## config.mk

```make
export PLATFORM = sky130hd
export DESIGN_NAME = glyph_string_drawer
export DESIGN_NICKNAME = d
export VERILOG_FILES = /design/src/rtl/glyph_string_drawer.sv
export SDC_FILE = /design/constraint.sdc
export NUM_CORES = 1
export LEC_CHECK = 0
export BUFFER_PORTS_ARGS = -buffer_cell sky130_fd_sc_hd__buf_2
export CORE_MARGIN = 3
export CORE_UTILIZATION = 35
export CTS_CLUSTER_SIZE = 8
export DETAILED_ROUTE_END_ITERATION = 16
export PLACE_DENSITY = 0.63
export SETUP_SLACK_MARGIN = 0.2
export SLEW_MARGIN = 20
export SYNTH_ARGS = -nofsm -noshare
export SYNTH_HDL_FRONTEND = slang
export SYNTH_SLANG_ARGS = --single-unit
export TNS_END_PERCENT = 100
```

## constraint.sdc

```tcl
create_clock -name clock -period 3.5 [get_ports clock]
set_input_delay 0.7 -clock clock [delete_from_list [all_inputs] [get_ports clock]]
set_output_delay 0.7 -clock clock [all_outputs]
set_load 0.01 [all_outputs]
```

## src/rtl/glyph_string_drawer.sv

```systemverilog
// glyph_string_drawer: scans every pixel of a latched string of glyphs and issues clipped plot requests
module glyph_string_drawer #(
    parameter int GLYPH_W   = 8,
    parameter int GLYPH_H   = 10,
    parameter int MAX_CHARS = 8,
    parameter int CODE_W    = 6,
    parameter int COLOUR_W  = 6,
    parameter int SPACING   = 1,
    parameter int SCREEN_W  = 160,
    parameter int SCREEN_H  = 120,
    localparam int NW = $clog2(MAX_CHARS + 1),
    localparam int CW = MAX_CHARS > 1 ? $clog2(MAX_CHARS) : 1,
    localparam int RW = GLYPH_H > 1 ? $clog2(GLYPH_H) : 1,
    localparam int XW = GLYPH_W > 1 ? $clog2(GLYPH_W) : 1
) (
    input  logic                          clock,
    input  logic                          resetn,
    input  logic                          start,
    input  logic [7:0]                    origin_x,
    input  logic [7:0]                    origin_y,
    input  logic [NW-1:0]                 num_chars,
    input  logic [MAX_CHARS*CODE_W-1:0]   codes,
    input  logic [COLOUR_W-1:0]           fg_colour,
    input  logic [COLOUR_W-1:0]           bg_colour,
    input  logic                          opaque,
    output logic [CODE_W-1:0]             font_code,
    output logic [RW-1:0]                 font_row,
    input  logic [GLYPH_W-1:0]            font_bits,
    output logic [7:0]                    plot_x,
    output logic [7:0]                    plot_y,
    output logic [COLOUR_W-1:0]           plot_colour,
    output logic                          plot_valid,
    input  logic                          plot_ready,
    output logic                          busy,
    output logic                          done
);
    typedef enum logic [1:0] {IDLE, DRAW, DONE} state_t;
    state_t state, state_next;
    logic [CW-1:0] ch;
    logic [RW-1:0] row;
    logic [XW-1:0] col;
    logic [NW-1:0] n_lat, n_clamp;
    logic [7:0] ox, oy;
    logic [MAX_CHARS*CODE_W-1:0] codes_lat;
    logic [COLOUR_W-1:0] fg, bg;
    logic op;
    logic [15:0] px, py;
    logic pix, drawable, last, advance;

    always_ff @(posedge clock)
        state <= !resetn ? IDLE : state_next;

    always_ff @(posedge clock) begin
        if (!resetn) begin
            ch <= '0;
            row <= '0;
            col <= '0;
            n_lat <= '0;
            ox <= '0;
            oy <= '0;
            codes_lat <= '0;
            fg <= '0;
            bg <= '0;
            op <= 1'b0;
        end else if (state == IDLE && start) begin
            ch <= '0;
            row <= '0;
            col <= '0;
            n_lat <= n_clamp;
            ox <= origin_x;
            oy <= origin_y;
            codes_lat <= codes;
            fg <= fg_colour;
            bg <= bg_colour;
            op <= opaque;
        end else if (advance) begin
            col <= col == XW'(GLYPH_W - 1) ? '0 : col + XW'(1);
            if (col == XW'(GLYPH_W - 1)) begin
                row <= row == RW'(GLYPH_H - 1) ? '0 : row + RW'(1);
                if (row == RW'(GLYPH_H - 1))
                    ch <= ch + CW'(1);
            end
        end
    end

    always_comb begin
        n_clamp = num_chars > NW'(MAX_CHARS) ? NW'(MAX_CHARS) : num_chars;
        state_next = state == IDLE ? (start ? (n_clamp == '0 ? DONE : DRAW) : IDLE) :
                     state == DRAW ? (advance && last ? DONE : DRAW) : IDLE;
    end

    // Wide px/py so positions past 255 fail the screen bounds instead of wrapping.
    always_comb begin
        px = 16'(ox) + 16'(ch) * 16'(GLYPH_W + SPACING) + 16'(col);
        py = 16'(oy) + 16'(row);
        pix = font_bits[XW'(GLYPH_W - 1) - col];
        drawable = (pix || op) && px < 16'(SCREEN_W) && py < 16'(SCREEN_H);
        last = NW'(ch) == n_lat - NW'(1) && row == RW'(GLYPH_H - 1) && col == XW'(GLYPH_W - 1);
        busy = state == DRAW;
        done = state == DONE;
        advance = busy && (!drawable || plot_ready);
        plot_valid = busy && drawable;
        plot_x = busy ? px[7:0] : '0;
        plot_y = busy ? py[7:0] : '0;
        plot_colour = busy ? (pix ? fg : bg) : '0;
        font_code = busy ? codes_lat[ch*CODE_W +: CODE_W] : '0;
        font_row = busy ? row : '0;
    end
endmodule

```

* After elaboration in Yosys (flattened, before gate mapping)
Cells that the tools add are included.
** Operators by class
- Div/mod/pow operators :: 0
- Shift-type cells :: 1
- Multiply operators :: 2
- Multiplexer cells :: 16
- $lt $le $gt $ge :: 4
- Add/sub/neg operators :: 8
- Bitwise operators :: 1
- Eq/ne operators :: 5
- Reductions and logical operators :: 16
** Operators with widths (count)
- $shiftx A48 B7 Y6 :: 1
- $mux W6 :: 3
- $mux W8 :: 2
- $mux W4 :: 3
- $add A9 B3 Y10 :: 1
- $lt A10 B8 Y1 const B :: 1
- $mux W2 :: 5
- $add A8 B4 Y9 :: 1
- $add A8 B7 Y9 :: 1
- $lt A9 B7 Y1 const B :: 1
- $logic_and A1 B1 Y1 :: 8
- $mul A3 B4 Y7 const B :: 1
- $add A3 B1 Y3 const B :: 2
- $mul A3 B2 Y5 const B :: 1
- $add A4 B1 Y4 const B :: 1
- $eq A3 B4 Y1 :: 1
- $eq A4 B4 Y1 const B :: 1
- $gt A4 B4 Y1 const B :: 1
- $logic_not A4 Y1 :: 1
- $lt A3 B4 Y1 const B :: 1
- $sub A4 B1 Y4 const B :: 1
- $bmux W1 S3 :: 1
- $eq A3 B3 Y1 const B :: 1
- $mux W3 :: 1
- other kinds (11) :: 12
** Storage, ports and cells
- Output and inout bits :: 35
- Memories kept :: 0
- Word-level logic and storage cells :: 64
- Memory bits (writable) :: 0
- Bits in latches :: 0
- Bits in read-only memories :: 0
- Register bits after elaboration :: 93

* Depth between registers and ports, before layout
- Depth after elaboration :: 13
- Mapped depth :: 16

* Least setup slack after synthesis
No wires, ideal clock.
- Path kind :: register to output
- From :: register ch[1]
- To :: output port plot_valid
- Path buffers :: 0
- Cell stages (with the launch flop) :: 15
- Data arrival time :: 3147 ps
- Slack :: -347 ps
- Cells stage by stage :: dfxtp_1 ha_1 inv_1 fa_1 inv_1 ha_1 inv_1 fa_1 and2b_1 nand4_1 o22ai_1 nand3_1 a22oi_1 nor2_1 nor3_1
** Between the ends
- Word-level cells in the longest chain between the ends :: 7
** RTL lines
- from (decl) :: RTL line 39 : logic [CW-1:0] ch;
- from (signal assigned) :: RTL line 81 : ch <= ch + CW'(1);
- $mul A3 B4 Y7 :: RTL line 94 : px = 16'(ox) + 16'(ch) * 16'(GLYPH_W + SPACING) + 16'(col);
- $add A8 B7 Y9 :: RTL line 94
- $add A9 B3 Y10 :: RTL line 94
- $lt A10 B8 Y1 :: RTL line 97 : drawable = (pix || op) && px < 16'(SCREEN_W) && py < 16'(SCREEN_H);
- $logic_and A1 B1 Y1 (2 in a row) :: RTL line 97
- $logic_and A1 B1 Y1 :: RTL line 102 : plot_valid = busy && drawable;
- to (decl) :: RTL line 32 : output logic plot_valid,
Every way passes these cells.

* Final worst setup path
Ends and elaborated chain as after synthesis.

==> results.txt <==
The total iterations of the first detailed-routing run came out at 4. The global routing usage summed across all routing layers came out at between 10% and 20%. The mapped netlist covers between 0.005 and 0.006 mm^2. The initial utilization of the core area, before any placement, comes to 36.30%. The number of placed instances with taps included is 900. The clock input transition at the sequential cells of the worst setup and hold paths came out at ~0.060 ns. The final-layout worst hold slack came out at between 0.4 and 0.5 ns.

The number of hold violations in the final report is 0. TritonCTS built the clock tree. The startpoint identified for the worst register-to-register timing path is ch[1]$_SDFFE_PP0P_.

The type of the worst min-delay path is reg2reg. The proportion of layout cells with a drive suffix above 1 is just under 30%. The die outline height is between 100 and 150 um. The number of antenna-violating nets in the routed design is 0.

The flow ran to the end, but the final reports show violations. The worst supply voltage drop on vdd is around 0.00024 V. The number of antenna violations at the first check in global routing came out at 0. The worst setup path is launched from a register. The worst hold path begins at codes_lat[21]$_SDFFE_PN0P_.

For the finished layout, the period the worst path requires is between 4 and 5 ns. The final reports fail on setup timing. The total length of routed met2 wires came out at between 6000 and 7000 um. The proportion of register bits with asynchronous set or reset after synthesis is 0%. Of the available clock period, the critical path in the final layout requires 115.4%.

For the worst setup path, the data required time is ~2.8 ns. The total power came out at between 2 and 3 mW. By startpoint and endpoint, the worst setup path is classified as reg2out.

The post-synthesis cell type count is 50. Setup repair after global routing could not meet its margin everywhere. The worst register-to-register path has a depth of 16.

The count of pins on the block boundary is 128. The final layout net count came out at 860. The total number of vias is between 4000 and 5000. The layout overhead on the synthesized area came out at 27.27%. The setup TNS after final layout came out at -3.187 ns.

The worst pin sits at a relative slew slack of between 60 and 70%. The total clock sinks came out at 93. After detailed routing, the average wire length per cell comes to ~16 um. In the post-synthesis netlist, the biggest area contributors are dfxtp_1 37%, nand2_1 13%, a21boi_0 12%, ha_1 6.4%, mux4_2 6.2%. The antenna diode count is 0. The final RePlAce weighted congestion came out at 0.8772. The total nets after synthesis is between 700 and 800. After detailed routing, the number of vias per cell comes to slightly above 5.

The number of buffers inserted for hold repair after clock tree synthesis is 0. At the pin with the least slew margin, the transition time is ~0.55 ns. The worst register-to-register path ends at row[1]$_SDFFE_PP0P_. The largest driver fanout on the critical path is 4. The path with the worst hold slack has its endpoint at codes_lat[21]$_SDFFE_PN0P_.

The critical path data arrival time is 3.34 ns. The largest clock skew in the final design came out at ~0.0096 ns. The post-layout instance count excluding filler cells came out at 922. The remaining global-route overflow is 0.

The maximum number of buffers from clock root to sink came out at 2. Summed over all nets, wire length on met3 after detailed routing comes to 971 um. The initial DRC count is around 290. The first global-routing pass estimated 22980 um of wire. The synthesized design spends more area on one cell type than any other, namely dfxtp_1.

In the synthesized netlist the dominant register cell turns out to be dfxtp_1. The maximum level of the CTS H-tree is 3. The number of buffers inserted during clock tree synthesis came out at 9. The x dimension of the die is about 130 um. The worst setup margin is -0.5394 ns. The gate count after technology mapping came out at between 600 and 700. The clock reaches the later pin of the worst-skew pair after 0.35 ns. The flop-to-flop setup slack is -0.23 ns. The number of stages on the worst hold path is 2. Power spread over the standard cell area amounts to around 400 mW/mm^2. The mean area per synthesized cell is roughly 8.4 um^2. The fraction of post-synthesis cell area in the top cell type by area is a little over a third.

Summed over all layers, the routed wires come to between 10000 and 15000 um. After detailed routing, the wire length on met1 is approximately 6300 um. The via count of the first global-routing pass came to slightly below 5000. The number of endpoints failing setup at the final stage came out at 15. The post-detailed-placement half-perimeter wirelength came out at 10360 um. The leakage power is 2.777 nW. The count of buffers added on input and output ports is around 130. The number of synthesized register bits is 93.

The placeable core region is between 0.01 and 0.015 mm^2. The die outline area came out at 0.01605 mm^2. For this run, design rule violations remaining after detail routing come to 0. Signal routing reaches up to met4. Derived from the worst setup path, the maximum achievable clock frequency is 0.2476 GHz. The buffer type at the clock tree root is clkbuf_16. The number of enable flip-flop cells after synthesis is 0.

The sequential share of the synthesized area is between 30% and 40%. Max-cap violations in this run came to 0. The site row count is 43. The worst setup path startpoint is ch[1]$_SDFFE_PP0P_.

The worst setup path is captured at a primary output. The count of warnings emitted by yosys came out at 0. The number of max-slew violations in the final report came out at 0. Entering global routing, the biggest net connects 63 pins.
## worst max path at each step
| stage | end | slack [ns] |
|---|---|---|
| after floorplan | row[1]$_SDFFE_PP0P_ | -0.03 |
| after global placement | plot_valid | -0.18 |
| after detailed placement | plot_valid | -0.27 |
| after CTS | plot_valid | -0.58 |
| after global routing | plot_valid | -0.67 |
| final | plot_valid | -0.54 |
## cell type report
type	count	area, um^2
multi-input cells	458	3142
clock buffers	11	232.7
inverters	21	78.83
repair buffers	154	865.8
fillers	1370	7555
flip-flops and latches	93	1868
clock inverters	5	75.07
well taps	180	225.2
## Yosys cell counts, drive strengths merged (2+ instances only)
cell and number:
a21boi 82, a21oi 19, and2 10, and3 2, clkbuf 36, dfxtp 93
fa 4, ha 26, inv 21, mux2i 15, mux4 14, nand2 171
nand2b 2, nand3 16, nand3b 3, nand4 3, nor2 29, nor2b 4
nor3 4, nor4 2, o21a 2, o21ai 12, o22ai 2, or3 2
or4 5, xnor2 8, xor2 4
## report_power, final
| group | internal, mW | switching [mW] | total, mW |
|---|---|---|---|
| Clock | 0.623 | 0.412 | 1.03 |
| Combinational | 0.164 | 0.205 | 0.369 |
| Sequential | 1.12 | 0.0342 | 1.15 |
## timing repair
action | 4_1_cts | 5_1_grt
gates resized for setup | 7 | 13
pin swaps | 10 | 12
setup endpoints to repair | 17 | 18
buffers inserted | 4 | 2
## layer usage
layer / vias up / track usage, %
met2: 154 / 29.20
met1: 2229 / 22.22
li1: 2330 / -
met4: 0 / 7.066
met5: - / 0
met3: 20 / 4.758
## registers in the layout, summed over array words and instances (netlist names)
register	cells
col	3
oy	8
codes_lat	48
bg	6
fg	6
state	2
op	1
ox	8
ch	3
n_lat	4
row	4
## critical path, stage by stage (launching register included)
cell	delay [ns]
dfxtp_4	0.35
ha_4	0.25
inv_2	0.03
fa_1	0.49
inv_2	0.05
ha_4	0.15
inv_2	0.05
fa_2	0.18
and2b_2	0.24
o21ai_1	0.25
mux2i_1	0.30
a211oi_1	0.09
a22oi_2	0.24
nor2_2	0.08
nor3_2	0.09
buf_2	0.15
## metrics by stage
| stage | utilization [%] | setup WS, ns | area, um^2 |
|---|---|---|---|
| after floorplan | - | -0.02917 | 5142 |
| after global placement | 42.99 | -0.1811 | 6037 |
| after detailed placement | 42.99 | -0.2678 | 6037 |
| after CTS | 45.67 | -0.5807 | 6414 |
| after global routing | 46.20 | -0.6744 | 6487 |
| final | 46.20 | -0.5394 | 6487 |
## cells by family after synthesis
| family | share of synthesized area [%] |
|---|---|
| flip-flops | 36.52 |
| multiplexers | 9.376 |
| buffers and inverters | 4.296 |
| XOR/XNOR | 2.062 |
| adder cells (fa/ha/maj) | 7.953 |
| AND/OR/NAND/NOR | 21.67 |
| AO/OA/AOI/OAI | 18.12 |
## cell usage in the layout (no fill, tap or decap), types with 7 or more instances in the layout
| cell | Yosys | final |
|---|---|---|
| inv_1 | 21 | 18 |
| xnor2_1 | 8 | 8 |
| mux4_2 | 14 | 14 |
| buf_4 | 0 | 22 |
| dfxtp_1 | 93 | 90 |
| a21boi_0 | 81 | 81 |
| and2_1 | 10 | 9 |
| o21ai_1 | 10 | 7 |
| clkbuf_16 | 0 | 9 |
| ha_1 | 26 | 23 |
| buf_2 | 1 | 127 |
| nand2_1 | 171 | 169 |
| nor2_1 | 29 | 28 |
| nand3_1 | 16 | 16 |
| a21oi_1 | 19 | 15 |
| mux2i_1 | 14 | 14 |
Note: power is estimated with default switching activity, not from simulation.
